--- src/rtl/rptr_ctrl_pkg.sv ---
// ----------------------------------------------------------------------------
// rptr_ctrl_pkg
// Shared definitions for the async FIFO read-pointer controller.
//   ptr_width()    : pointer width for a given memory address width (one
//                    extra MSB distinguishes full from empty).
//   bin_to_gray()  : binary -> gray conversion on a CONV_WIDTH-bit container.
//   gray_to_bin()  : gray -> binary conversion on a CONV_WIDTH-bit container.
// Callers cast narrower pointers into the container and slice the result
// back; zero upper bits do not disturb either conversion.
// ----------------------------------------------------------------------------
package rptr_ctrl_pkg;

    localparam int CONV_WIDTH = 32;

    function automatic int ptr_width(input int addr_width);
        return addr_width + 1;
    endfunction

    function automatic logic [CONV_WIDTH-1:0] bin_to_gray(input logic [CONV_WIDTH-1:0] b);
        return b ^ (b >> 1);
    endfunction

    function automatic logic [CONV_WIDTH-1:0] gray_to_bin(input logic [CONV_WIDTH-1:0] g);
        logic [CONV_WIDTH-1:0] b;
        b[CONV_WIDTH-1] = g[CONV_WIDTH-1];
        for (int i = CONV_WIDTH - 2; i >= 0; i--) begin
            b[i] = b[i+1] ^ g[i];
        end
        return b;
    endfunction

endpackage

--- src/rtl/rptr_ctrl_if.sv ---
// ----------------------------------------------------------------------------
// rptr_ctrl_if
// Read-side bundle between the read-domain consumer and rptr_ctrl.
//   master : drives rinc, rflush, rclr_err, rq2_wptr; observes the rest.
//   slave  : rptr_ctrl side.
//
// Handshake: rinc is a pop request. It is accepted on a rising rclk edge
// where rempty=0 and rflush=0; the consumer may hold rinc high across
// cycles and each accepting edge pops one entry. A request on an edge with
// rempty=1 is not accepted and sets the sticky runderflow flag instead.
// ----------------------------------------------------------------------------
interface rptr_ctrl_if
    import rptr_ctrl_pkg::*;
#(
    parameter int ADDR_WIDTH = 3
);
    localparam int PW = ptr_width(ADDR_WIDTH);

    logic                  rinc;
    logic                  rflush;
    logic                  rclr_err;
    logic [PW-1:0]         rq2_wptr;
    logic [PW-1:0]         rptr;
    logic [ADDR_WIDTH-1:0] raddr;
    logic [PW-1:0]         rlevel;
    logic                  rempty;
    logic                  ralmost_empty;
    logic                  runderflow;

    modport master (
        output rinc, rflush, rclr_err, rq2_wptr,
        input  rptr, raddr, rlevel, rempty, ralmost_empty, runderflow
    );

    modport slave (
        input  rinc, rflush, rclr_err, rq2_wptr,
        output rptr, raddr, rlevel, rempty, ralmost_empty, runderflow
    );

endinterface

--- src/rtl/rptr_ctrl_g2b_conv.sv ---
// ----------------------------------------------------------------------------
// rptr_ctrl_g2b_conv
// Combinational gray -> binary converter, parametrised width.
//   gray : gray-coded input  (WIDTH bits)
//   bin  : binary output     (WIDTH bits)
// Each binary bit is the XOR of all gray bits at or above it, written as
// independent reductions so no bit depends on another output bit.
// ----------------------------------------------------------------------------
module rptr_ctrl_g2b_conv #(
    parameter int WIDTH = 4
) (
    input  logic [WIDTH-1:0] gray,
    output logic [WIDTH-1:0] bin
);

    for (genvar i = 0; i < WIDTH; i++) begin : g_bit
        assign bin[i] = ^gray[WIDTH-1:i];
    end

endmodule

--- src/rtl/rptr_ctrl.sv ---
// ----------------------------------------------------------------------------
// rptr_ctrl
// Read-side pointer controller for the async FIFO (read clock domain).
// Ports:
//   rclk  : read-domain clock, all state updates on posedge
//   rrst  : synchronous active-high reset
//   bus   : rptr_ctrl_if.slave
//           in : rinc (pop), rflush (drop unread data), rclr_err (clear
//                underflow), rq2_wptr (synchronised gray write pointer)
//           out: rptr (gray read pointer), raddr (memory read address),
//                rlevel (fill level), rempty, ralmost_empty, runderflow
// Flags and level are computed from the next read pointer so that a pop
// of the last visible entry raises rempty on the same edge.
// ----------------------------------------------------------------------------
module rptr_ctrl
    import rptr_ctrl_pkg::*;
#(
    parameter int ADDR_WIDTH = 3,
    parameter int AE_THRESH  = 1
) (
    input  logic        rclk,
    input  logic        rrst,
    rptr_ctrl_if.slave  bus
);

    localparam int PW = ptr_width(ADDR_WIDTH);

    // Registered state
    logic [PW-1:0] rbin_q;
    logic [PW-1:0] rptr_q;
    logic [PW-1:0] rlevel_q;
    logic          rempty_q;
    logic          ralmost_empty_q;
    logic          runderflow_q;

    // Next-state values
    logic [PW-1:0] wbin;
    logic [PW-1:0] rbin_next;
    logic [PW-1:0] rgray_next;
    logic [PW-1:0] level_next;
    logic          rempty_next;
    logic          ralmost_empty_next;
    logic          runderflow_next;

    rptr_ctrl_g2b_conv #(.WIDTH(PW)) u_g2b (
        .gray (bus.rq2_wptr),
        .bin  (wbin)
    );

    always_comb begin
        rbin_next       = rbin_q;
        runderflow_next = runderflow_q;

        // Flush wins over a pop in the same cycle.
        if (bus.rflush) begin
            rbin_next = wbin;
        end else if (bus.rinc && !rempty_q) begin
            rbin_next = rbin_q + PW'(1);
        end

        rgray_next         = PW'(bin_to_gray(CONV_WIDTH'(rbin_next)));
        rempty_next        = (rgray_next == bus.rq2_wptr);
        // Modulo subtraction; pointers differing only in MSB give a full count.
        level_next         = wbin - rbin_next;
        ralmost_empty_next = (level_next <= PW'(AE_THRESH));

        // Clearing beats a same-cycle underflow; a flush cycle never underflows.
        if (bus.rclr_err) begin
            runderflow_next = 1'b0;
        end else if (bus.rinc && rempty_q && !bus.rflush) begin
            runderflow_next = 1'b1;
        end
    end

    always_ff @(posedge rclk) begin
        if (rrst) begin
            rbin_q          <= '0;
            rptr_q          <= '0;
            rlevel_q        <= '0;
            rempty_q        <= 1'b1;
            ralmost_empty_q <= 1'b1;
            runderflow_q    <= 1'b0;
        end else begin
            rbin_q          <= rbin_next;
            rptr_q          <= rgray_next;
            rlevel_q        <= level_next;
            rempty_q        <= rempty_next;
            ralmost_empty_q <= ralmost_empty_next;
            runderflow_q    <= runderflow_next;
        end
    end

    assign bus.rptr          = rptr_q;
    assign bus.raddr         = rbin_q[ADDR_WIDTH-1:0];
    assign bus.rlevel        = rlevel_q;
    assign bus.rempty        = rempty_q;
    assign bus.ralmost_empty = ralmost_empty_q;
    assign bus.runderflow    = runderflow_q;

endmodule

--- src/flat_wrapper.sv ---
// flat-port wrapper written by rule: the top's interface ports become plain ports
module rptr_ctrl_flat import rptr_ctrl_pkg::*;
#(
    parameter int ADDR_WIDTH = 3,
    parameter int AE_THRESH  = 1
)
  (rclk, rrst, bus_rinc, bus_rflush, bus_rclr_err, bus_rq2_wptr, bus_rptr, bus_raddr, bus_rlevel, bus_rempty, bus_ralmost_empty, bus_runderflow);
  rptr_ctrl_if #(.ADDR_WIDTH(ADDR_WIDTH)) bus_i ();
  input  logic rclk;
  input  logic rrst;
  input wire logic [$bits(bus_i.rinc)-1:0] bus_rinc;
  input wire logic [$bits(bus_i.rflush)-1:0] bus_rflush;
  input wire logic [$bits(bus_i.rclr_err)-1:0] bus_rclr_err;
  input wire logic [$bits(bus_i.rq2_wptr)-1:0] bus_rq2_wptr;
  output wire logic [$bits(bus_i.rptr)-1:0] bus_rptr;
  output wire logic [$bits(bus_i.raddr)-1:0] bus_raddr;
  output wire logic [$bits(bus_i.rlevel)-1:0] bus_rlevel;
  output wire logic [$bits(bus_i.rempty)-1:0] bus_rempty;
  output wire logic [$bits(bus_i.ralmost_empty)-1:0] bus_ralmost_empty;
  output wire logic [$bits(bus_i.runderflow)-1:0] bus_runderflow;
  assign bus_i.rinc = bus_rinc;
  assign bus_i.rflush = bus_rflush;
  assign bus_i.rclr_err = bus_rclr_err;
  assign bus_i.rq2_wptr = bus_rq2_wptr;
  assign bus_rptr = bus_i.rptr;
  assign bus_raddr = bus_i.raddr;
  assign bus_rlevel = bus_i.rlevel;
  assign bus_rempty = bus_i.rempty;
  assign bus_ralmost_empty = bus_i.ralmost_empty;
  assign bus_runderflow = bus_i.runderflow;
  rptr_ctrl #(.ADDR_WIDTH(ADDR_WIDTH), .AE_THRESH(AE_THRESH)) u_core (.rclk(rclk), .rrst(rrst), .bus(bus_i));
endmodule
--- config.mk ---
export PLATFORM = sky130hd
export DESIGN_NAME = rptr_ctrl_flat
export DESIGN_NICKNAME = d
export VERILOG_FILES = /design/src/rtl/rptr_ctrl_pkg.sv /design/src/rtl/rptr_ctrl_if.sv /design/src/rtl/rptr_ctrl_g2b_conv.sv /design/src/rtl/rptr_ctrl.sv /design/src/flat_wrapper.sv
export SDC_FILE = /design/constraint.sdc
export NUM_CORES = 1
export LEC_CHECK = 0
export CORE_MARGIN = 5
export CORE_UTILIZATION = 45
export CTS_BUF_LIST = sky130_fd_sc_hd__clkbuf_8 sky130_fd_sc_hd__clkbuf_16
export CTS_CLUSTER_SIZE = 8
export DETAILED_ROUTE_END_ITERATION = 8
export GPL_TIMING_DRIVEN = 0
export PLACE_DENSITY = 0.76
export SYNTH_ARGS = -nofsm -noshare
export SYNTH_HDL_FRONTEND = slang
export SYNTH_HIERARCHICAL = 1
export SYNTH_SLANG_ARGS = --single-unit
--- constraint.sdc ---
create_clock -name rclk -period 3.3 [get_ports rclk]
set_input_delay 0.495 -clock rclk [delete_from_list [all_inputs] [get_ports rclk]]
set_output_delay 0.495 -clock rclk [all_outputs]
set_load 0.02 [all_outputs]
==> results.cfg <==
[clock_tree]
path_clk_slew_ns = 0.06
ctsLongestPathBuffers = 2
cts_setup_buffers = 0
cts_resized = 0
tritoncts = done
hold_buffers = 0
clock-sinks = 14
ctsRootBufferMaster = clkbuf_8
cts_max_level = 1
cts_made_buffers = 3
clock_latency_ns = 0.24

[timing]
fin_crit_sh_pct = 95.2
slew_viol_final = 0
final.setup_skew_ns = 0.00362
whs_ns = 0.539
setup_viol = 0
max_slew_margin_pct = 69.2
hold_violations = 0
fin_ws_ns = 0.159
fmax_mhz = 318
tightestPinTransition_ns = 0.462
layout_min_cycle_time_ns = 3.14
rsz0062_at_grt = no

[floorplanning]
dieArea_um2 = 2750
die_w_um = 52.5
row_count = 15
initial_utilization_pct = 47.0
io_pins = 23
die_y_um = 52.5
core_um2 = 1730

[route]
num_vias = 594
firstDrtPassIters = 4
drc = 0
antenna_left = 0
wl_per_cell_um = 11.4
dr.first_iter.drc_count = 9
vias_per_cell = 4.71
drt-total-wl_um = 1440

[power_and_ir_drop]
p_per_area_nw_per_um2 = 551
finalPower_mw = 0.611
ir_worst_vdd_uv = 234
leakagePower_nw = 0.495

[final_layout]
final_cell_mix = 21 x clkdlybuf4s50_1, 14 x dfxtp_1, 10 x nor2_1, 6 x inv_1, 6 x xnor2_1
final_util_pct = 64.2
syn2layout_area_growth_pct = 36.5
stdcell_count = 126
nFillCells = 148
n_antenna_cell = 0
nNetsFinal = 116
drive_above_1_share_pct = 10.9
regArea_um2 = 280
multi_input_area_um2 = 490
final_common_cell = clkdlybuf4s50_1

[yosys]
netlist_area_um2 = 812
yosysSeqAreaShare_pct = 34.5
synth_top_family_by_area = XOR/XNOR gates
synth_edf_count = 0
syn_area_per_cell_um2 = 10.7
synth_simple_gate_area_share_pct = 14.2
yosysUniqueCellTypes = 31
synthMuxAreaShare_pct = 4.01
synth_ff_type = dfxtp_1
synthTopCellsByArea = dfxtp_1 35%, xnor3_1 11%, xnor2_1 6.5%
synth_cells = 76
ys_ff_latch = 14
yosysWarnings = 6
synthXorXnorAreaFrac_pct = 23.9
synth_area_leader_cell = dfxtp_1
synth_compound_area_share_pct = 9.71
synth_top_area_share_pct = 34.5
synth-adder-area-share_pct = 8.63
syn_nets = 90
async_reset_ff_share_pct = 0

[critical_path]
regToRegEndpoint = u_core/bus.ralmost_empty$_SDFF_PP1_
ff2ff_setup_slack_ns = 0.83
path_class = input pin to flip-flop
arrival_ns = 3.26
required_ns = 3.42
r2r_cells = 9
critPathCapture = u_core/bus.ralmost_empty$_SDFF_PP1_
reg2reg_from = u_core/rbin_q[0]$_SDFF_PP0_
critPathBufInv = 2
critical_path.startpoint = bus_rq2_wptr[3]
slowest_stage = clkdlybuf4s50_1
cp.depth = 11
cp-start-kind = input pin
path_cells = clkdlybuf4s50_1 > xor2_2 > xor2_1 > nand2_1 > o21ai_1 > inv_1 > ha_1 > a21o_1 > a21oi_1 > or4_1 > nor4bb_1
crit_path_max_fanout = 4
slowest_delay_ns = 0.56
worst_setup_path_end_kind = flip-flop
path_delay_family = buffers and inverters

[run]
cap_viol_max_count = 0

[hold_path]
hold_depth = 2
holdCritPathClass = flip-flop to flip-flop

[grt]
track_usage_pct = 12.4
grt_pass1_wl_um = 2530
grt-ovfl-total = 0
grt_max_degree = 11
grt_pass1_vias = 577
antenna_found_initial = 0

[placement]
port-buffer-count = 21
gp_congestion = 0.794
dp_slack_ns = -0.0623
place_inst = 122
dp_hpwl_um = 1160

[status]
outcome = finished, final reports clean
## cells in the mapped netlist (2+ instances only)
library cell / count
nor2_1: 10
buf_4: 2
inv_1: 6
ha_1: 4
dfxtp_1: 14
nor3_1: 2
xnor3_1: 4
nand2_1: 3
xnor2_1: 6
xor2_1: 4
## flip-flops by register name (all words and copies together), names as in the netlist
name	count
u_core/bus.runderflow	1
u_core/bus.rlevel	4
u_core/bus.rempty	1
u_core/bus.ralmost_empty	1
u_core/bus.rptr	3
u_core/rbin_q	4
## metal layers
| layer | routed length, µm | GRT usage, % | vias up |
|---|---|---|---|
| li1 | - | - | 303 |
| met1 | 646 | 16.3 | 269 |
| met2 | 650 | 18.0 | 18 |
| met3 | 110 | 3.13 | 4 |
| met4 | 33 | 7.23 | 0 |
| met5 | 0 | 0 | - |
## cell families after synthesis
| group | after synthesis |
|---|---|
| adders and majority gates | 5 |
| xor gates and xnor gates | 15 |
| DFF | 14 |
| buffers and inverters | 9 |
| AOI/OAI and AO/OA | 9 |
| and+or+nand+nor | 22 |
| muxes | 2 |
## worst min-delay path by stage
stage | startpoint | to | slack, ns
after floorplan | rrst | u_core/bus.rlevel[1]$_SDFF_PP0_ | 0.57
after detailed placement | u_core/bus.runderflow$_SDFFE_PP0P_ | u_core/bus.runderflow$_SDFFE_PP0P_ | 0.53
after CTS | u_core/bus.runderflow$_SDFFE_PP0P_ | u_core/bus.runderflow$_SDFFE_PP0P_ | 0.54
after global routing | u_core/bus.runderflow$_SDFFE_PP0P_ | u_core/bus.runderflow$_SDFFE_PP0P_ | 0.59
final | u_core/bus.runderflow$_SDFFE_PP0P_ | u_core/bus.runderflow$_SDFFE_PP0P_ | 0.54
after global placement | u_core/bus.runderflow$_SDFFE_PP0P_ | u_core/bus.runderflow$_SDFFE_PP0P_ | 0.50
## where the power goes
group          switching, mW  internal, mW  total, mW
registers             0.0116         0.199      0.210
clock network         0.0543         0.105      0.160
logic                  0.116         0.125      0.241
total                  0.182         0.429      0.611
## tightest hold or removal path, delay by kind of cell, from the launching register on
family	cells	cell delay, ns
DFF	1	0.31
AOI/OAI and AO/OA	1	0.13
and+or+nand+nor	1	0.05
## per-stage QoR
step,area [µm²],setup TNS [ns]
5_1_grt,1110,0
3_3_place_gp,1050,-0.0538
2_1_floorplan,812,0
3_5_place_dp,1050,-0.0623
6_report,1110,0
4_1_cts,1110,0
## cell type report
type / instances / share of cell area (%)
Inverter: 6 / 2.03
Sequential cell: 14 / 25.3
Buffer: 3 / 1.69
Multi-Input combinational cell: 53 / 44.2
Timing Repair Buffer: 21 / 19.0
Clock buffer: 4 / 4.97
Tap cell: 25 / 2.82
Power figures use the tool's default switching activity.
